$ cat src/rtl/picomips_host_pkg.sv
// picomips_host_pkg
// Shared types and constants for the host-side driver of the picoMips
// switch/LED interface.
//   state_t      : driver FSM states
//   SW_NRESET    : SW bit that drives the CPU nReset
//   SW_HS        : SW bit that drives the Handshake line
//   SW_DATA_MSB  : top bit of the operand byte on SW
//   byte_t       : signed byte as seen on the LED accumulator
//   max_of       : helper for sizing the shared phase timer
package picomips_host_pkg;

    typedef enum logic [2:0] {
        BOOT,
        IDLE,
        SETUP,
        HS_HIGH,
        HS_LOW,
        WAIT_RESULT,
        EMIT
    } state_t;

    localparam int SW_NRESET   = 9;
    localparam int SW_HS       = 8;
    localparam int SW_DATA_MSB = 7;

    typedef logic signed [7:0] byte_t;

    function automatic int max_of(input int a, input int b);
        return (a > b) ? a : b;
    endfunction

endpackage

$ cat src/rtl/sw_host_driver_hs_timer.sv
// hs_timer
// Down-counter that times every phase of the switch driver. A load writes a
// new terminal count; otherwise the counter decrements and parks at zero.
//   Clock      : system clock
//   nReset     : synchronous active-low reset, loads RESET_VALUE
//   load       : load load_value this cycle (has priority over counting)
//   load_value : value to load
//   zero       : counter currently at zero (last cycle of a phase)
module hs_timer #(
    parameter int                WIDTH       = 5,
    parameter logic [WIDTH-1:0]  RESET_VALUE = '0
) (
    input  logic             Clock,
    input  logic             nReset,
    input  logic             load,
    input  logic [WIDTH-1:0] load_value,
    output logic             zero
);

    logic [WIDTH-1:0] count;

    // Reset preloads the first phase so the driver starts timing at once;
    // the counter stops at zero so idle states see a steady zero flag.
    always_ff @(posedge Clock) begin
        if (!nReset) begin
            count <= RESET_VALUE;
        end else if (load) begin
            count <= load_value;
        end else if (count != '0) begin
            count <= count - WIDTH'(1);
        end
    end

    assign zero = (count == '0);

endmodule

$ cat src/rtl/sw_host_driver.sv
// sw_host_driver
// Host-side replacement for hand-toggled switches on the picoMips board.
// Operand bytes arrive on a valid/ready stream and are presented on SW[7:0]
// with a timed Handshake pulse on SW[8]; after OPS_PER_RESULT operands the
// LED accumulator is sampled and returned on a valid/ready result stream.
// SW[9] holds the CPU in reset for BOOT_CYCLES after every driver reset.
//   Clock     : system clock
//   nReset    : synchronous active-low reset
//   in_valid  : operand byte available
//   in_data   : operand byte
//   in_ready  : driver accepts an operand this cycle
//   out_valid : result byte available
//   out_data  : sampled LED value
//   out_ready : consumer accepts the result
//   SW        : to picoMips SW ([9] CPU nReset, [8] Handshake, [7:0] data)
//   LED       : from picoMips LED (accumulator)
//   busy      : high in every state except IDLE
module sw_host_driver
    import picomips_host_pkg::*;
#(
    parameter int BOOT_CYCLES    = 4,
    parameter int SETUP_CYCLES   = 1,
    parameter int HOLD_CYCLES    = 8,
    parameter int LOW_CYCLES     = 8,
    parameter int OPS_PER_RESULT = 2,
    parameter int RESULT_DELAY   = 16
) (
    input  logic              Clock,
    input  logic              nReset,
    input  logic              in_valid,
    input  logic [7:0]        in_data,
    output logic              in_ready,
    output logic              out_valid,
    output logic signed [7:0] out_data,
    input  logic              out_ready,
    output logic [9:0]        SW,
    input  logic signed [7:0] LED,
    output logic              busy
);

    localparam int MAX_PARAM = max_of(max_of(max_of(BOOT_CYCLES, SETUP_CYCLES),
                                             max_of(HOLD_CYCLES, LOW_CYCLES)),
                                      RESULT_DELAY);
    localparam int TIMER_W = $clog2(MAX_PARAM) + 1;
    localparam int OP_W    = $clog2(OPS_PER_RESULT) + 1;

    localparam logic [TIMER_W-1:0] BOOT_LOAD   = TIMER_W'(BOOT_CYCLES - 1);
    localparam logic [TIMER_W-1:0] SETUP_LOAD  = TIMER_W'(SETUP_CYCLES - 1);
    localparam logic [TIMER_W-1:0] HOLD_LOAD   = TIMER_W'(HOLD_CYCLES - 1);
    localparam logic [TIMER_W-1:0] LOW_LOAD    = TIMER_W'(LOW_CYCLES - 1);
    localparam logic [TIMER_W-1:0] RESULT_LOAD = TIMER_W'(RESULT_DELAY - 1);
    localparam logic [OP_W-1:0]    LAST_OP     = OP_W'(OPS_PER_RESULT - 1);

    // A zero-length phase would collapse the handshake timing, so refuse it.
    if (BOOT_CYCLES < 1 || SETUP_CYCLES < 1 || HOLD_CYCLES < 1 ||
        LOW_CYCLES < 1 || OPS_PER_RESULT < 1 || RESULT_DELAY < 1) begin : g_bad_params
        $error("sw_host_driver: every cycle/count parameter must be at least 1");
    end

    state_t             state;
    logic [OP_W-1:0]    op_count;
    logic               timer_load;
    logic [TIMER_W-1:0] timer_value;
    logic               timer_zero;
    logic               accept;
    logic               last_op;

    assign accept  = in_valid && in_ready;
    assign last_op = (op_count == LAST_OP);

    hs_timer #(
        .WIDTH       (TIMER_W),
        .RESET_VALUE (BOOT_LOAD)
    ) u_timer (
        .Clock      (Clock),
        .nReset     (nReset),
        .load       (timer_load),
        .load_value (timer_value),
        .zero       (timer_zero)
    );

    // Each phase transition reloads the shared timer with the length of the
    // phase being entered; BOOT's length comes from the timer's reset value.
    always_comb begin
        timer_load  = 1'b0;
        timer_value = '0;
        case (state)
            IDLE: begin
                if (accept) begin
                    timer_load  = 1'b1;
                    timer_value = SETUP_LOAD;
                end
            end
            SETUP: begin
                if (timer_zero) begin
                    timer_load  = 1'b1;
                    timer_value = HOLD_LOAD;
                end
            end
            HS_HIGH: begin
                if (timer_zero) begin
                    timer_load  = 1'b1;
                    timer_value = LOW_LOAD;
                end
            end
            HS_LOW: begin
                if (timer_zero && last_op) begin
                    timer_load  = 1'b1;
                    timer_value = RESULT_LOAD;
                end
            end
            default: begin
            end
        endcase
    end

    // Main sequencer. SW, the stream flags and busy are all registered so the
    // board sees clean edges; SW[7:0] is only rewritten on acceptance in IDLE,
    // which keeps the data byte frozen for the whole Handshake pulse.
    always_ff @(posedge Clock) begin
        if (!nReset) begin
            state     <= BOOT;
            SW        <= '0;
            in_ready  <= 1'b0;
            out_valid <= 1'b0;
            out_data  <= '0;
            busy      <= 1'b1;
            op_count  <= '0;
        end else begin
            case (state)
                BOOT: begin
                    if (timer_zero) begin
                        SW[SW_NRESET] <= 1'b1;
                        in_ready      <= 1'b1;
                        busy          <= 1'b0;
                        state         <= IDLE;
                    end
                end
                IDLE: begin
                    if (accept) begin
                        SW[SW_DATA_MSB:0] <= in_data;
                        in_ready          <= 1'b0;
                        busy              <= 1'b1;
                        state             <= SETUP;
                    end
                end
                SETUP: begin
                    if (timer_zero) begin
                        SW[SW_HS] <= 1'b1;
                        state     <= HS_HIGH;
                    end
                end
                HS_HIGH: begin
                    if (timer_zero) begin
                        SW[SW_HS] <= 1'b0;
                        state     <= HS_LOW;
                    end
                end
                HS_LOW: begin
                    if (timer_zero) begin
                        if (last_op) begin
                            op_count <= '0;
                            state    <= WAIT_RESULT;
                        end else begin
                            op_count <= op_count + OP_W'(1);
                            in_ready <= 1'b1;
                            busy     <= 1'b0;
                            state    <= IDLE;
                        end
                    end
                end
                WAIT_RESULT: begin
                    if (timer_zero) begin
                        out_data  <= LED;
                        out_valid <= 1'b1;
                        state     <= EMIT;
                    end
                end
                EMIT: begin
                    if (out_valid && out_ready) begin
                        out_valid <= 1'b0;
                        in_ready  <= 1'b1;
                        busy      <= 1'b0;
                        state     <= IDLE;
                    end
                end
                default: begin
                    in_ready  <= 1'b1;
                    out_valid <= 1'b0;
                    busy      <= 1'b0;
                    state     <= IDLE;
                end
            endcase
        end
    end

endmodule
$ cat config.mk
export PLATFORM = sky130hd
export DESIGN_NAME = sw_host_driver
export DESIGN_NICKNAME = d
export VERILOG_FILES = /design/src/rtl/picomips_host_pkg.sv /design/src/rtl/sw_host_driver_hs_timer.sv /design/src/rtl/sw_host_driver.sv
export SDC_FILE = /design/constraint.sdc
export NUM_CORES = 1
export LEC_CHECK = 0
export CAP_MARGIN = 40
export CELL_PAD_IN_SITES_DETAIL_PLACEMENT = 1
export CELL_PAD_IN_SITES_GLOBAL_PLACEMENT = 1
export CORE_MARGIN = 2
export CORE_UTILIZATION = 36
export CTS_BUF_LIST = sky130_fd_sc_hd__clkbuf_2 sky130_fd_sc_hd__clkbuf_4 sky130_fd_sc_hd__clkbuf_8
export CTS_CLUSTER_SIZE = 10
export DETAILED_ROUTE_END_ITERATION = 12
export GPL_TIMING_DRIVEN = 1
export PLACE_DENSITY = 0.79
export SLEW_MARGIN = 30
export SYNTH_ARGS = -nofsm -noshare
export SYNTH_HDL_FRONTEND = slang
export SYNTH_HIERARCHICAL = 1
export SYNTH_SLANG_ARGS = --single-unit
$ cat constraint.sdc
create_clock -name Clock -period 2.52 [get_ports Clock]
set_input_delay 0.504 -clock Clock [delete_from_list [all_inputs] [get_ports Clock]]
set_output_delay 0.504 -clock Clock [all_outputs]
set_load 0.01 [all_outputs]
==> flow_metrics.env, run 1 <==
export IMPL_dieArea_sq_um=4580
export IMPL_finalCriticalPeriod_ns=2.15
export IMPL_cp_start_kind="register"
export IMPL_finalHoldViolCount=0
export IMPL_worst_pin_slew_ns=0.651
export IMPL_critPathKind="reg2reg"
export IMPL_peakVddDrop_v=0.000329
export IMPL_post_cts_buffers=0
export IMPL_r2r_start="state[2]"
export IMPL_clk_path_buf_depth=2
export IMPL_synth_yosys_seq_area_share_pct=42.5
export IMPL_ys_flop_type="dfxtp_1"
export IMPL_hp_class="reg2reg"
export IMPL_cp_endpoint="u_timer/count[2]"
export IMPL_clkSinkCount=31
export IMPL_numCtsBuffers=5
export IMPL_rr_worst_depth=6
export IMPL_p_leak_nw=0.711
export IMPL_clkLatencyLatePin_ns=0.28
export IMPL_crit_path_start="state[2]"
export IMPL_cts_resized_gates=0
export IMPL_end_kind="register"
export IMPL_critPathArrivalTime_ns=2.36
export IMPL_final_util_pct=51.5
export IMPL_finalCritPeriodShare_pct=85.4
export IMPL_cp_required_ns=2.73
export IMPL_powerDensity_nw_per_um2=695
export IMPL_core_area_sq_um=3940
export IMPL_syn_area_sq_um=1460
export IMPL_critPathMaxFanout=15
export IMPL_grt_max_degree=21
export IMPL_placed_cell_area_sq_um=1920
export IMPL_maxCapViolations=0
export IMPL_fin_nets=239
export IMPL_cts_clk_slew_worst_paths_ns=0.07
export IMPL_track_usage_pct=19.2
export IMPL_seq_area_sq_um=621
export IMPL_initial_core_util_pct=37.0
export IMPL_final_layout_size_suffix_gt1_share_pct=8.29
export IMPL_dr_pass1_iters=4
export IMPL_grt_setup_unrepaired="no"
export IMPL_avgRoutedWirePerCell_microns=14.5
export IMPL_num_vias=1381
export IMPL_n_fill_cell=463
export IMPL_vias_per_cell=5.17
export IMPL_status="finished clean"
export IMPL_drt_wl_total_microns=3870
export IMPL_ys_types=43
export IMPL_io_buffer_count=40
export IMPL_finalClockSkew_ns=0.00851
export IMPL_drt_iter0_drc=22
export IMPL_synth_seq_cells=31
export IMPL_synthCells=174
export IMPL_syn_mean_instance_area_sq_um=8.39
export IMPL_synthToLayoutAreaGrowth_pct=39.0
export IMPL_postCtsHoldBufs=0
export IMPL_htreeDepth=2
export IMPL_regToRegEndpoint="u_timer/count[2]"
export IMPL_synth_edf_count=0
export IMPL_slew_viol_final=0
export IMPL_die_w_microns=67.7
export IMPL_r2r_setup_slack_ns=0.37
export IMPL_grt_pass1_wl_microns=6510
export IMPL_die_height_microns=67.7
export IMPL_grt_overflow_total=0
export IMPL_stdcell_area_sq_um=2030
export IMPL_gp_congestion=0.827
export IMPL_route_detailed_drc=0
export IMPL_p_total_mw=1.41
export IMPL_fmax_mhz=465
export IMPL_pin_count=41
export IMPL_yosysWarnings=6
export IMPL_multi_input_area_sq_um=772
export IMPL_cts_tree="done"
export IMPL_antenna_found_initial=0
export IMPL_rows=23
export IMPL_finalSetupViolCount=0
export IMPL_maxSlewHeadroom_pct=56.6
export IMPL_synth_async_reset_ratio_pct=0
export IMPL_tns_ns=0
export IMPL_n_antenna_cell=0
export IMPL_synthesis_nets=196
export IMPL_grt_pass1_vias=1364
export IMPL_root_buffer="clkbuf_8"
export IMPL_ant_nets=0
export IMPL_dp_hpwl_microns=2940
==> synthesized netlist by cell type, drive strengths merged (4+ instances only) <==
library cell	instances	share of area (%)
a21oi	17	5.8
mux2i	8	5.5
nor2	17	4.4
nor2b	4	1.7
dfxtp	31	43
nand2	24	6.2
o21ai	7	2.4
nand2b	7	3.0
clkbuf	6	1.5
inv	8	2.1
==> metal layers <==
layer  GRT usage [%]  share of wire [%]  up-vias
met5               0                  0        -
met4            6.12               0.75        0
met3            6.00                5.3        2
met2            33.1                 52       34
met1            22.4                 41      663
li1                -                  -      682
==> registers in the layout, indices dropped and copies added (netlist names) <==
signal / flops
SW: 10
out_data: 8
u_timer/count: 5
state: 3
op_count: 2
busy: 1
in_ready: 1
out_valid: 1
==> area by class of cell <==
type,count,share of cell area (%)
flip-flops and latches,31,30.6
clock buffers,6,3.76
clock inverters,1,1.48
inverters,8,1.48
repair buffers,45,21.6
well taps,50,3.08
multi-input cells,126,38.0
==> worst max-delay path, stage by stage, from the launching register on <==
cell	delay, ns
dfxtp_1	0.61
inv_1	0.12
ha_1	0.20
o21a_1	0.22
or2_2	0.37
or3_1	0.40
a21oi_1	0.16
==> cells by family after synthesis <==
group / after synthesis / share of synthesized area [%]
XOR/XNOR: 3 / 1.80
buffers and inverters: 17 / 4.63
flip-flops: 31 / 42.5
multiplexers: 9 / 6.26
AO/OA/AOI/OAI: 43 / 19.5
other: 1 / 0.257
AND/OR/NAND/NOR: 68 / 23.4
adder cells (fa/ha/maj): 2 / 1.71
==> through the flow <==
| step | std cells | setup slack [ns] | hold WS (ns) |
|---|---|---|---|
| final | 267 | 0.368 | 0.459 |
| after global routing | 267 | 0.219 | 0.480 |
| after CTS | 267 | 0.370 | 0.458 |
| after detailed placement | 260 | 0.360 | 0.443 |
| after global placement | 260 | 0.453 | 0.443 |
| after floorplan | 174 | 0.413 | 0.456 |
==> placed cells by master (no fill, tap or decap), types with 5 or more instances in the layout <==
master / instances
nand2b_1: 7
buf_4: 5
nand2_1: 24
o21ai_0: 6
clkbuf_8: 5
mux2i_1: 8
nor2_1: 17
inv_1: 8
dfxtp_1: 31
clkdlybuf4s50_1: 40
a21oi_1: 17
==> where the power goes <==
| group | total (mW) | switching [mW] | internal [mW] |
|---|---|---|---|
| Combinational | 0.370 | 0.186 | 0.185 |
| Clock | 0.477 | 0.177 | 0.300 |
| Sequential | 0.562 | 0.0307 | 0.531 |
==> worst min path at each step <==
stage / from / end / cells past startpoint / slack [ns]
after floorplan: op_count[1] / op_count[1] / 1 / 0.46
after global placement: out_data[0] / out_data[0] / 2 / 0.44
after detailed placement: busy / busy / 1 / 0.44
after CTS: out_data[5] / out_data[5] / 2 / 0.46
after global routing: out_data[5] / out_data[5] / 2 / 0.48
final: out_data[1] / out_data[1] / 2 / 0.46
(Power assumes the default switching activity.)
==> run 2: changes to the inputs <==
--- a/config.mk
+++ b/config.mk
@@ -8,9 +8,10 @@
 export CAP_MARGIN = 40
 export CELL_PAD_IN_SITES_DETAIL_PLACEMENT = 1
 export CELL_PAD_IN_SITES_GLOBAL_PLACEMENT = 1
-export CORE_MARGIN = 2
+export CORE_MARGIN = 3
 export CORE_UTILIZATION = 36
 export CTS_BUF_LIST = sky130_fd_sc_hd__clkbuf_2 sky130_fd_sc_hd__clkbuf_4 sky130_fd_sc_hd__clkbuf_8
+export CTS_CLUSTER_DIAMETER = 40
 export CTS_CLUSTER_SIZE = 10
 export DETAILED_ROUTE_END_ITERATION = 12
 export GPL_TIMING_DRIVEN = 1
==> flow_metrics.env, run 2 (synthesis gave the netlist of run 1 again) <==
export IMPL_status="finished clean"
export IMPL_critPathArrivalTime_ns=2.37
export IMPL_drt_wl_total_microns=3870
export IMPL_finalSetupViolCount=0
export IMPL_cts_resized_gates=0
export IMPL_critPathKind="reg2reg"
export IMPL_tns_ns=0
export IMPL_synthToLayoutAreaGrowth_pct=39.6
export IMPL_grt_overflow_total=0
export IMPL_maxCapViolations=0
export IMPL_antenna_found_initial=0
export IMPL_num_vias=1392
export IMPL_cts_clk_slew_worst_paths_ns=0.07
export IMPL_initial_core_util_pct=38.7
export IMPL_fmax_mhz=460
export IMPL_cp_required_ns=2.72
export IMPL_core_area_sq_um=3770
export IMPL_track_usage_pct=17.1
export IMPL_numCtsBuffers=5
export IMPL_layout_common_cells="clkdlybuf4s50_1 (40), dfxtp_1 (31), nand2_1 (24)"
export IMPL_finalCritPeriodShare_pct=86.2
export IMPL_post_cts_buffers=0
export IMPL_powerDensity_nw_per_um2=700
export IMPL_hp_class="reg2reg"
export IMPL_grt_max_degree=21
export IMPL_cts_tree="done"
export IMPL_top_regs="SW: 10 flops, out_data: 8 flops, u_timer/count: 5 flops"
export IMPL_clkLatencyLatePin_ns=0.28
export IMPL_htreeDepth=2
export IMPL_final_layout_size_suffix_gt1_share_pct=8.72
export IMPL_grt_pass1_wl_microns=6690
export IMPL_n_antenna_cell=0
export IMPL_grt_pass1_vias=1467
export IMPL_rows=22
export IMPL_seq_area_sq_um=621
export IMPL_dieArea_sq_um=4860
export IMPL_n_fill_cell=439
export IMPL_worst_pin_slew_ns=0.648
export IMPL_clk_path_buf_depth=2
export IMPL_final_instance_count_excl_fill=266
export IMPL_finalHoldViolCount=0
export IMPL_vias_per_cell=5.23
export IMPL_dr_pass1_iters=4
export IMPL_root_buffer="clkbuf_8"
export IMPL_final_common_cell="clkdlybuf4s50_1"
export IMPL_ant_nets=0
export IMPL_fin_nets=239
export IMPL_die_height_microns=69.7
export IMPL_grt_setup_unrepaired="no"
export IMPL_avgRoutedWirePerCell_microns=14.6
export IMPL_p_leak_nw=0.718
export IMPL_finalClockSkew_ns=0.00667
export IMPL_route_detailed_drc=0
export IMPL_postCtsHoldBufs=0
export IMPL_slew_viol_final=0
export IMPL_critPathMaxFanout=15
export IMPL_largest_reg_flops=10
export IMPL_die_w_microns=69.7
export IMPL_cp_start_kind="register"
export IMPL_io_buffer_count=40
export IMPL_multi_input_area_sq_um=772
export IMPL_clkSinkCount=31
export IMPL_end_kind="register"
export IMPL_pin_count=41
export IMPL_maxSlewHeadroom_pct=56.8
export IMPL_dp_cells=258
export IMPL_drt_iter0_drc=32
export IMPL_gp_congestion=0.838
export IMPL_dp_hpwl_microns=2940
export IMPL_largest_register="SW"
export IMPL_peakVddDrop_v=0.000293
export IMPL_finalCriticalPeriod_ns=2.17
==> run 2: changes by cell type in the layout (fill, tap and decap cells not counted) <==
cell	delta
clkbuf_4	-1
clkbuf_8	+1
clkinv_2	+1
==> run 2: final timing paths <==
| path | from | end | slack, ns | cells past startpoint |
|---|---|---|---|---|
| worst max-delay path | state[2] | u_timer/count[2] | 0.35 | 6 |
| worst min-delay path | out_data[4] | out_data[4] | 0.46 | 2 |
| worst max register to register | state[2] | u_timer/count[2] | 0.35 | 6 |
| worst min register to register | out_data[4] | out_data[4] | 0.46 | 2 |
==> run 2: worst max-delay path: stages (launching register included) <==
cell and delay [ns]:
dfxtp_1 0.59, inv_1 0.12, ha_1 0.20, o21a_1 0.22, or2_2 0.38, or3_1 0.41, a21oi_1 0.17
==> run 2: where the power goes <==
part           total [mW]  internal, mW  switching (mW)  leakage, nW
combinational       0.361         0.184           0.178        0.406
clock               0.499         0.320           0.179       0.0612
sequential          0.566         0.531          0.0347        0.251
total                1.43          1.03           0.392        0.718
==> run 2: routing by layer <==
layer  up-vias  GRT usage, %  routed length, microns  part of all wire [%]
met1       661          18.0                    1600                    41
met2        37          29.7                    1960                    51
li1        686             -                       -                     -
met5         -             0                       0                     0
met4         0          7.23                      70                   1.8
met3         8          7.39                     242                   6.2
==> run 2: per-stage QoR <==
| stage | instance area, sq um | hold WS (ns) | power [mW] | utilization [%] | worst slack (ns) |
|---|---|---|---|---|---|
| final | 2040 | 0.458 | 1.43 | 54.0 | 0.348 |
| after global routing | 2040 | 0.488 | 1.52 | 54.0 | 0.169 |
| after CTS | 2040 | 0.463 | 1.45 | 54.0 | 0.339 |
| after detailed placement | 1920 | 0.449 | 0.941 | 50.9 | 0.340 |
| after global placement | 1920 | 0.445 | 0.919 | 50.9 | 0.450 |
| after floorplan | 1460 | 0.456 | 0.807 | - | 0.413 |
==> run 2: layout make-up <==
| class | count | share of cell area [%] |
|---|---|---|
| clock buffer | 6 | 4.05 |
| clock inverter | 2 | 1.72 |
| inverter | 8 | 1.47 |
| multi-input combinational | 126 | 37.9 |
| sequential | 31 | 30.4 |
| tap | 48 | 2.95 |
| timing repair buffer | 45 | 21.5 |
==> run 3: changes to the inputs <==
--- a/config.mk
+++ b/config.mk
@@ -16,7 +16,7 @@
 export DETAILED_ROUTE_END_ITERATION = 12
 export GPL_TIMING_DRIVEN = 1
 export PLACE_DENSITY = 0.79
-export SLEW_MARGIN = 30
+export SLEW_MARGIN = 15
 export SYNTH_ARGS = -nofsm -noshare
 export SYNTH_HDL_FRONTEND = slang
 export SYNTH_HIERARCHICAL = 1
==> results of run 3 <==
The final DEF is identical to that of run 2; final timing and power are the same.
